`src/rtl/vld_ram_drain.sv`:
```
// Read-side sweeper for the valid-tagged buffer: walks port B, emits every valid
// entry once on a valid/ready stream, then clears it so the buffer ends empty.
`timescale 1ns/1ps

module vld_ram_drain #(
  parameter int PAYLOAD_BITS  = 32,
  parameter int NUM_ADDR_BITS = 7
) (
  input  logic                     clk,
  input  logic                     reset,
  input  logic                     start,
  output logic                     busy,
  output logic                     done,
  output logic [NUM_ADDR_BITS-1:0] ram_addrb,
  output logic                     ram_web,
  output logic [PAYLOAD_BITS:0]    ram_dinb,
  input  logic [PAYLOAD_BITS:0]    ram_doutb,
  output logic [PAYLOAD_BITS-1:0]  out_data,
  output logic                     out_valid,
  input  logic                     out_ready,
  output logic [NUM_ADDR_BITS:0]   out_count
);

  typedef enum logic [2:0] {
    S_IDLE,
    S_ISSUE,
    S_CHECK,
    S_SEND,
    S_CLEAR,
    S_DONE
  } state_t;

  state_t                   state;
  state_t                   state_nxt;
  logic [NUM_ADDR_BITS-1:0] idx;
  logic                     last_idx;
  logic                     entry_valid;

  // The end test looks at the current index, so idx never has to wrap.
  assign last_idx    = &idx;
  assign entry_valid = ram_doutb[PAYLOAD_BITS];

  // NOTE: sequential state uses non-blocking assignments so every register
  // samples pre-edge values regardless of statement order.
  always_ff @(posedge clk) begin
    if (reset) state <= S_IDLE;
    else       state <= state_nxt;
  end

  // NOTE: every output of a combinational block gets a default first, so no
  // path through the case leaves it unassigned and a latch is never inferred.
  always_comb begin
    state_nxt = state;
    case (state)
      S_IDLE:  if (start) state_nxt = S_ISSUE;
      S_ISSUE: state_nxt = S_CHECK;
      S_CHECK: begin
        if (entry_valid)   state_nxt = S_SEND;
        else if (last_idx) state_nxt = S_DONE;
        else               state_nxt = S_ISSUE;
      end
      S_SEND:  if (out_ready) state_nxt = S_CLEAR;
      S_CLEAR: state_nxt = last_idx ? S_DONE : S_ISSUE;
      S_DONE:  state_nxt = S_IDLE;
      default: state_nxt = S_IDLE;
    endcase
  end

  // Outputs decode state only; out_ready never reaches an output combinationally.
  always_comb begin
    busy      = (state != S_IDLE);
    done      = (state == S_DONE);
    ram_web   = (state == S_CLEAR);
    out_valid = (state == S_SEND);
  end

  assign ram_addrb = idx;
  assign ram_dinb  = '0;

  always_ff @(posedge clk) begin
    if (reset) begin
      idx       <= '0;
      out_count <= '0;
      out_data  <= '0;
    end else begin
      case (state)
        S_IDLE: begin
          if (start) begin
            idx       <= '0;
            out_count <= '0;
          end
        end
        S_CHECK: begin
          if (entry_valid)    out_data <= ram_doutb[PAYLOAD_BITS-1:0];
          else if (!last_idx) idx      <= idx + 1'b1;
        end
        S_SEND: begin
          if (out_ready) out_count <= out_count + 1'b1;
        end
        S_CLEAR: begin
          if (!last_idx) idx <= idx + 1'b1;
        end
        default: ;
      endcase
    end
  end

endmodule

```
`config.mk`:
```
export PLATFORM = sky130hd
export DESIGN_NAME = vld_ram_drain
export DESIGN_NICKNAME = d
export VERILOG_FILES = /design/src/rtl/vld_ram_drain.sv
export SDC_FILE = /design/constraint.sdc
export NUM_CORES = 1
export LEC_CHECK = 0
export BUFFER_PORTS_ARGS = -buffer_cell sky130_fd_sc_hd__buf_2
export CORE_MARGIN = 1
export CORE_UTILIZATION = 41
export DETAILED_ROUTE_END_ITERATION = 7
export PLACE_DENSITY_LB_ADDON = 0.1
export SYNTH_ARGS = -nofsm -noshare
export SYNTH_HDL_FRONTEND = slang
export SYNTH_SLANG_ARGS = --single-unit
```
`constraint.sdc`:
```
create_clock -name clk -period 1.4 [get_ports clk]
set_input_delay 0 -clock clk [delete_from_list [all_inputs] [get_ports clk]]
set_output_delay 0 -clock clk [all_outputs]
set_load 0.05 [all_outputs]
```
Word-level counts from Yosys, hierarchy flattened --
Cells that the tools add are included. Widths: inputs -> output; s select.
Word-level totals: register bits 50, bits of input ports 37, output and inout bits 84, word-level logic and storage cells 35
Cells by class: add/sub/neg operators 2, equality and inequality tests 8, muxes and demuxes 12, reductions and logical operators 9
Operator list (count):
- $mux 7 | 3
- $pmux 7 s3 | 1
- $mux 8 | 2
- $pmux 8 s2 | 1
- $pmux 3 s5 | 1
- $mux 3 | 4
- $add 8x1->8 const B | 1
- $add 7x1->7 const B | 1
- $reduce_and 7->1 | 1
- $eq 3x2->1 const B | 2
- $eq 3x3->1 const B | 2
- $reduce_and 3->1 | 2
- $reduce_bool 3->1 | 2
- $ne 2x2->1 const B | 2
- $reduce_and 2->1 | 2
- $eq 3x1->1 const B | 1
- $logic_not 3->1 | 1
- $ne 2x1->1 const B | 1
- $reduce_bool 2->1 | 1

Longest topological paths before layout --
Gate-level depths: netlist of the first run.
depth after elaboration 4, depth in mapped cells 6, depth with buffers taken out 5

Worst setup path before layout of the first run --
OpenSTA, ideal clock, no wires.
path type flip-flop to flip-flop, start register state[1], end register state[2], library setup time 76 ps, arrival time 1674 ps, data required time 1324 ps, path slack -350 ps, stages on the path, launching flop included 6, buffers on the path 1, clock period less this slack 1750 ps, cells stage by stage dfxtp_1 -> clkbuf_8 -> nand2b_1 -> nor2_1 -> o21ai_0 -> a21boi_0
Between the ends: elaborated cells between the ends (all ways) 9, those cells by class 6 x eq/ne; 1 x mux; 2 x reduce/logical
RTL lines:
- start: declaration | line 33 | state_t state;
- start signal: assignment | line 47 | else state <= state_nxt;
- $eq 3x3->1
- named net ram_web | line 15 | output logic ram_web,
- $pmux 3 s5 | line 54 | case (state)
The timed path passes the listed nets, and every way through them passes these cells. A chain may end at the register's enable or synchronous reset.

Worst setup path after layout of the first run --
start register state[0], end register out_count[6]
Between the ends: longest elaborated chain between the ends 3, elaborated cells between the ends (all ways) 7, those cells by class 3 x eq/ne; 1 x mux; 3 x reduce/logical
Ends and longest elaborated chain:
- $eq 3x2->1 or $logic_not 3->1 (tied branches) | line 86 | case (state)
- $ne 2x1->1 (no line) (tied with other cells)
- $reduce_and 3->1 (no line)
- end signal: assignment | line 98 | if (out_ready) out_count <= out_count + 1'b1;
- end: declaration | line 21 | output logic [NUM_ADDR_BITS:0] out_count
Several ways; a longest one is shown, not always the timed one.

==> impl_metrics.yaml, run 1 <==
worst_hold_path:
  hold_class: "input pin to flip-flop"
placed_design:
  dp_hpwl_mm: 4.01
  buffer_ports.inserted: 87
  globalplace.congestion: 0.769
  dp_cells: 467
  pre_cts_slack_ns: -0.0907
  placed_cell_area_sq_um: 3040
timing:
  rsz_0062_raised_after_global_routing: "true"
  setup_viol: 8
  fin_crit_ns: 1.51
  hold_viol_final: 0
  fin_skew_ns: 0.00488
  timing.final.max_slew_violations: 0
  worst_slack_ns: -0.111
  post-route-period-util_pct: 108
  fmax_mhz: 662
clocking:
  clkSlewWorstSetupHoldPaths_ns: 0.09
  cts_tree: "done"
  cts_max_level: 2
  clk-insertion-delay-late_ns: 0.30
  cts_max_path_buffers: 2
  cts-root-buf: "sky130_fd_sc_hd__clkbuf_8"
  clk_sinks: 50
  cts_buffers: 5
floorplanning:
  ioPinCount: 121
  design.core.area_sq_um: 5640
  dieArea_sq_um: 6290
  horizontal_extent_of_the_die_microns: 79.3
  start_util_pct: 43.4
  rows: 27
  fp.dieH_microns: 79.3
worst_setup_path:
  timing.reg2reg.setup_slack_ns: -0.11
  critPathBufInv: 1
  data_required_time_of_the_worst_path_ns: 1.59
  critical_path.max_fanout: 7
  timing.critical_path.depth: 5
  crit_slowest_cell: "sky130_fd_sc_hd__dfxtp_4"
  r2r_end: "out_count[6]"
  worst_path_dominant_cell_family: "simple AND/OR/NAND/NOR gates"
  critPathCapture: "out_count[6]"
  origin_of_the_worst_setup_path: "state[0]"
  r2r_cells: 5
  setup.worst_path.start_class: "flip-flop"
  arrival_ns: 1.70
  critPathCaptureType: "flip-flop"
  cp_slowest_stage_delay_ns: 0.37
  worst-setup-path-type: "flip-flop to flip-flop"
  regToRegStartpoint: "state[0]"
  timing.critical_path.cells: "or3b_1 -> buf_6 -> a2111oi_4 -> xnor2_1 -> nor2_2"
detailed_routing:
  drtIter0Drc: 99
  viasPerCell: 4.69
  drt_first_pass_iters: 4
  ant_nets: 0
  vias: 2389
  remaining_drc_errors: 0
  finalWirelength_mm: 6.03
  wl_per_cell_microns: 11.8
final_layout:
  final_common_cell: "sky130_fd_sc_hd__buf_2"
  layout_common_cells: "83 x sky130_fd_sc_hd__buf_2, 75 x sky130_fd_sc_hd__nand2_1, 36 x sky130_fd_sc_hd__a21oi_1"
  final_cells: 509
  utilization_pct: 65.0
  antennaDiodeCount: 0
  layout-area-overhead-vs-synth_pct: 49.8
  post-route-cell-area_sq_um: 3670
  post_route_cells_drive_above_1_share_pct: 40.5
  design.final.nets: 475
status:
  run_status: "finished, violations left"
  failing_checks: "negative setup slack"
global_route:
  first_global_vias: 2062
  grt_antenna_before_repair: 0
  globalRoute.totalOverflow: 0
  grt_first_pass_wirelength_mm: 9.35
  track_usage_pct: 18.8
  maximum_number_of_pins_on_one_net_before_global_route_repair: 33
synth:
  synth_edf_count: 0
  postSynthAreaPerCell_sq_um: 8.16
  ys_async_sr_fraction_pct: 0
  netlist-cell-type-count: 44
  cell_count_after_synthesis: 300
  synth_sequential_area_ratio_pct: 40.9
  synth-seq-cells: 50
  synthFlopType: "sky130_fd_sc_hd__dfxtp_1"
  syn_area_sq_um: 2450
  synth_warnings: 0
power_and_ir_drop:
  power_density_nw_per_um2: 843
  fin_total_pwr_mw: 3.09
  vdd_ir_drop_max_v: 0.000518
  cellLeakagePower_nw: 1.53
job:
  max_capacitance_violation_count: 0
-- area by class of cell --
| class | count | area [sq um] |
|---|---|---|
| Clock inverter | 2 | 15.0 |
| Fill cell | 501 | 1970 |
| Timing Repair Buffer | 146 | 1050 |
| Multi-Input combinational cell | 228 | 1370 |
| Inverter | 5 | 18.8 |
| Clock buffer | 6 | 82.6 |
| Sequential cell | 50 | 1030 |
| Tap cell | 72 | 90.1 |
-- how the worst min path moves through the flow --
| stage | start | endpoint | slack, ns | depth (start not counted) |
|---|---|---|---|---|
| after global routing | out_ready | out_count[1] | 0.05 | 3 |
| after detailed placement | ram_doutb[20] | out_data[20] | 0.25 | 3 |
| after floorplan | ram_doutb[26] | out_data[26] | 0.14 | 2 |
| final | out_ready | out_count[1] | 0.03 | 3 |
| after global placement | ram_doutb[17] | out_data[17] | 0.24 | 3 |
| after CTS | out_ready | out_count[1] | 0.01 | 3 |
-- power breakdown --
part	internal, mW	total, mW	switching, mW
sequential	1.44	1.46	0.0162
clock	0.409	0.892	0.483
combinational	0.248	0.743	0.495
total	2.10	3.09	0.995
-- state kept, by name, indices dropped and copies added, names as in the netlist --
| name | cells |
|---|---|
| out_count | 8 |
| out_data | 32 |
| ram_addrb | 7 |
| state | 3 |
-- logic make-up after synthesis --
kind of cell | Yosys count | share of synthesized area, %
XOR/XNOR | 6 | 2.15
other | 1 | 0.153
AO/OA/AOI/OAI | 68 | 18.9
AND/OR/NAND/NOR | 119 | 22.2
adder cells (fa/ha/maj) | 2 | 1.02
flip-flops | 50 | 40.9
buffers and inverters | 54 | 14.7
-- repair_timing --
| action | CTS | global route |
|---|---|---|
| gates resized for setup | 21 | 27 |
| pin swaps | 9 | 13 |
| gates cloned | 0 | 1 |
| hold buffers | 32 | 0 |
| hold endpoints to repair | 32 | 0 |
| setup endpoints to repair | 19 | 48 |
| setup buffers | 0 | 3 |
-- Yosys cell counts (all sizes together) (2+ instances only) --
cell      n  area share, %
a211oi    3           0.92
buf      36             11
nand3     7            1.6
a2111oi   4            3.7
nor2     16            2.6
inv       5           0.77
a21oi    40            8.2
nand2    75             11
nor3      3           0.61
o21ai     7            1.4
or3b      2           0.72
dfxtp    50             41
or3       4            1.1
a31oi     4            1.0
ha        2            1.0
and4      2           0.72
xnor2     6            2.1
nand2b    3           0.77
clkbuf   13            2.8
nand4     2           0.51
-- per-layer routing --
metal  wire length (microns)  part of all wire [%]  vias up  track usage [%]
met5                       0                     0        -                0
met4                      14                  0.23        0             4.36
met3                     258                   4.3        2             4.60
met2                    2990                    50       70             32.3
met1                    2760                    46     1102             23.7
li1                        -                     -     1215                -
-- through the flow --
stage / setup TNS, ns / hold WS, ns
floorplan: -0.267 / 0.136
global placement: -0.427 / 0.241
detailed placement: -0.584 / 0.246
CTS: -0.490 / 0.00990
global route: -1.34 / 0.0516
finish: -0.406 / 0.0306
-- tightest hold or removal path: stages --
cell,delay (ns)
sky130_fd_sc_hd__buf_2,0.14
sky130_fd_sc_hd__nand3_1,0.09
sky130_fd_sc_hd__a21oi_1,0.06
Note: power is estimated with default switching activity, not from simulation.
==> run 2, diff against run 1 <==
CORE_UTILIZATION = 45   (was 41)
clock period = 1.7 ns   (was 1.4 ns; I/O delays follow)
==> run 2 against run 1 <==
Combinational power shrank 30%. Via count is 4.3% lower. The run now ends clean. Fmax decreased by 6.2%. Clock power decreased by 20%. Non-clock buffer count fell by 18. Register-to-register slack better by 0.20 ns. Core utilization decreased by 2.1 points. Count of clock-buffer cells in the layout stayed put.
==> impl_metrics.yaml, run 2 (synthesized netlist as in run 1, its figures left out) <==
clocking:
  cts-root-buf: "sky130_fd_sc_hd__clkbuf_8"
  cts_tree: "done"
  cts_buffers: 5
  cts_max_level: 2
  post-cts-setup-buffer-count: 0
  cts_max_path_buffers: 2
  clk-insertion-delay-late_ns: 0.30
  clkSlewWorstSetupHoldPaths_ns: 0.09
  clk_sinks: 50
worst_setup_path:
  cp_slowest_stage_delay_ns: 0.54
  worst_path_dominant_cell_family: "simple AND/OR/NAND/NOR gates"
  data_required_time_of_the_worst_path_ns: 1.89
  critical_path.max_fanout: 7
  critPathCaptureType: "flip-flop"
  timing.critical_path.depth: 4
  timing.reg2reg.setup_slack_ns: 0.09
  r2r_end: "out_count[6]"
  timing.critical_path.cells: "or3b_1 -> a2111oi_4 -> xnor2_1 -> nor2_2"
  critPathBufInv: 0
  worst-setup-path-type: "flip-flop to flip-flop"
  crit_slowest_cell: "sky130_fd_sc_hd__or3b_1"
  r2r_cells: 4
  arrival_ns: 1.80
  origin_of_the_worst_setup_path: "state[1]"
  regToRegStartpoint: "state[1]"
  setup.worst_path.start_class: "flip-flop"
  critPathCapture: "out_count[6]"
final_layout:
  final_common_cell: "sky130_fd_sc_hd__buf_2"
  utilization_pct: 63.0
  post-route-cell-area_sq_um: 3260
  largest_register_ffs: 32
  multi_input_area_sq_um: 1210
  post_route_cells_drive_above_1_share_pct: 28.9
  filler_cell_count: 471
  layout_common_cells: "87 x sky130_fd_sc_hd__buf_2, 75 x sky130_fd_sc_hd__nand2_1, 46 x sky130_fd_sc_hd__dfxtp_1"
  regMostFlops: "out_data"
  antennaDiodeCount: 0
  design.final.nets: 457
  layout-area-overhead-vs-synth_pct: 33.0
  final_cells: 489
  total_area_of_sequential_cells_sq_um: 1010
worst_hold_path:
  hold_class: "input pin to flip-flop"
global_route:
  track_usage_pct: 18.9
  grt_first_pass_wirelength_mm: 8.36
  grt_antenna_before_repair: 0
  first_global_vias: 1880
  maximum_number_of_pins_on_one_net_before_global_route_repair: 33
  globalRoute.totalOverflow: 0
floorplanning:
  design.core.area_sq_um: 5170
  start_util_pct: 47.3
  rows: 26
  ioPinCount: 121
  horizontal_extent_of_the_die_microns: 75.8
  fp.dieH_microns: 75.8
  dieArea_sq_um: 5740
timing:
  fin_setup_tns_ns: 0
  fin_skew_ns: 0.00828
  fin_crit_ns: 1.61
  fmax_mhz: 621
  timing.final.max_slew_violations: 0
  hold_viol_final: 0
  rsz_0062_raised_after_global_routing: "false"
  post-route-period-util_pct: 94.8
  setup_viol: 0
detailed_routing:
  finalWirelength_mm: 5.65
  drt_first_pass_iters: 4
  drtIter0Drc: 126
  wl_per_cell_microns: 11.5
  viasPerCell: 4.67
  remaining_drc_errors: 0
  vias: 2286
  ant_nets: 0
power_and_ir_drop:
  switchingPower_mw: 0.774
  power.combinational.fraction_pct: 21.4
  power_density_nw_per_um2: 750
  fin_total_pwr_mw: 2.44
  power.share.clock_pct: 29.2
  p_int_mw: 1.67
  cellLeakagePower_nw: 1.40
  part_of_the_total_power_dissipated_in_sequential_elements_pct: 49.4
  vdd_ir_drop_max_v: 0.000521
  sw_frac_of_total_pct: 31.7
placed_design:
  buffer_ports.inserted: 87
  dp_cells: 448
  globalplace.congestion: 0.801
  dp_hpwl_mm: 3.66
  placed_cell_area_sq_um: 2830
status:
  run_status: "finished, final reports clean"
job:
  max_capacitance_violation_count: 0
==> run 2: repair_timing <==
action	4_1_cts	5_1_grt
resized for setup	0	1
hold endpoints to repair	33	0
hold buffers	33	0
endpoints found under the setup margin	0	1
==> run 2: stage by stage <==
step	hold slack (ns)	setup slack, ns
final	0.0667	0.0891
after global routing	0.0787	0.0126
after CTS	0.0604	0.0446
after detailed placement	0.246	0.0535
after global placement	0.241	0.115
after floorplan	0.136	0.0337
==> run 2: metal layers <==
| metal | share of wire [%] | wire, microns | GRT usage, % |
|---|---|---|---|
| met5 | 0 | 0 | 0 |
| met4 | 0.67 | 38 | 4.94 |
| met3 | 5.5 | 312 | 4.50 |
| met2 | 49 | 2760 | 32.4 |
| met1 | 45 | 2540 | 23.8 |
==> run 2: worst min-delay path by stage <==
stage,cells past startpoint,slack [ns],endpoint,startpoint
detailed placement,3,0.25,out_data[26],ram_doutb[26]
CTS,3,0.06,state[0],start
global route,3,0.08,state[0],start
floorplan,2,0.14,out_data[26],ram_doutb[26]
global placement,3,0.24,out_data[9],ram_doutb[9]
finish,3,0.07,state[0],start
==> run 2: tightest hold or removal path, delay by kind of cell <==
| kind | cells | cell delay (ns) |
|---|---|---|
| buf+inv | 1 | 0.13 |
| simple gates | 1 | 0.11 |
| compound gates | 1 | 0.07 |
==> run 2: power groups by stage <==
stage	clock [mW]	sequential (mW)	combinational, mW
after global routing	0.791	1.21	0.559
after CTS	0.739	1.21	0.520
after detailed placement	0	1.23	0.460
after global placement	0	1.23	0.459
final	0.713	1.21	0.523
after floorplan	0	1.30	0.359
==> run 2: final cells by class <==
class,instances,area share [%]
Clock buffer,6,2.54
Sequential cell,50,30.9
Timing Repair Buffer,128,25.7
Multi-Input combinational cell,228,37.2
Clock inverter,2,0.384
Inverter,5,0.576
Tap cell,70,2.69
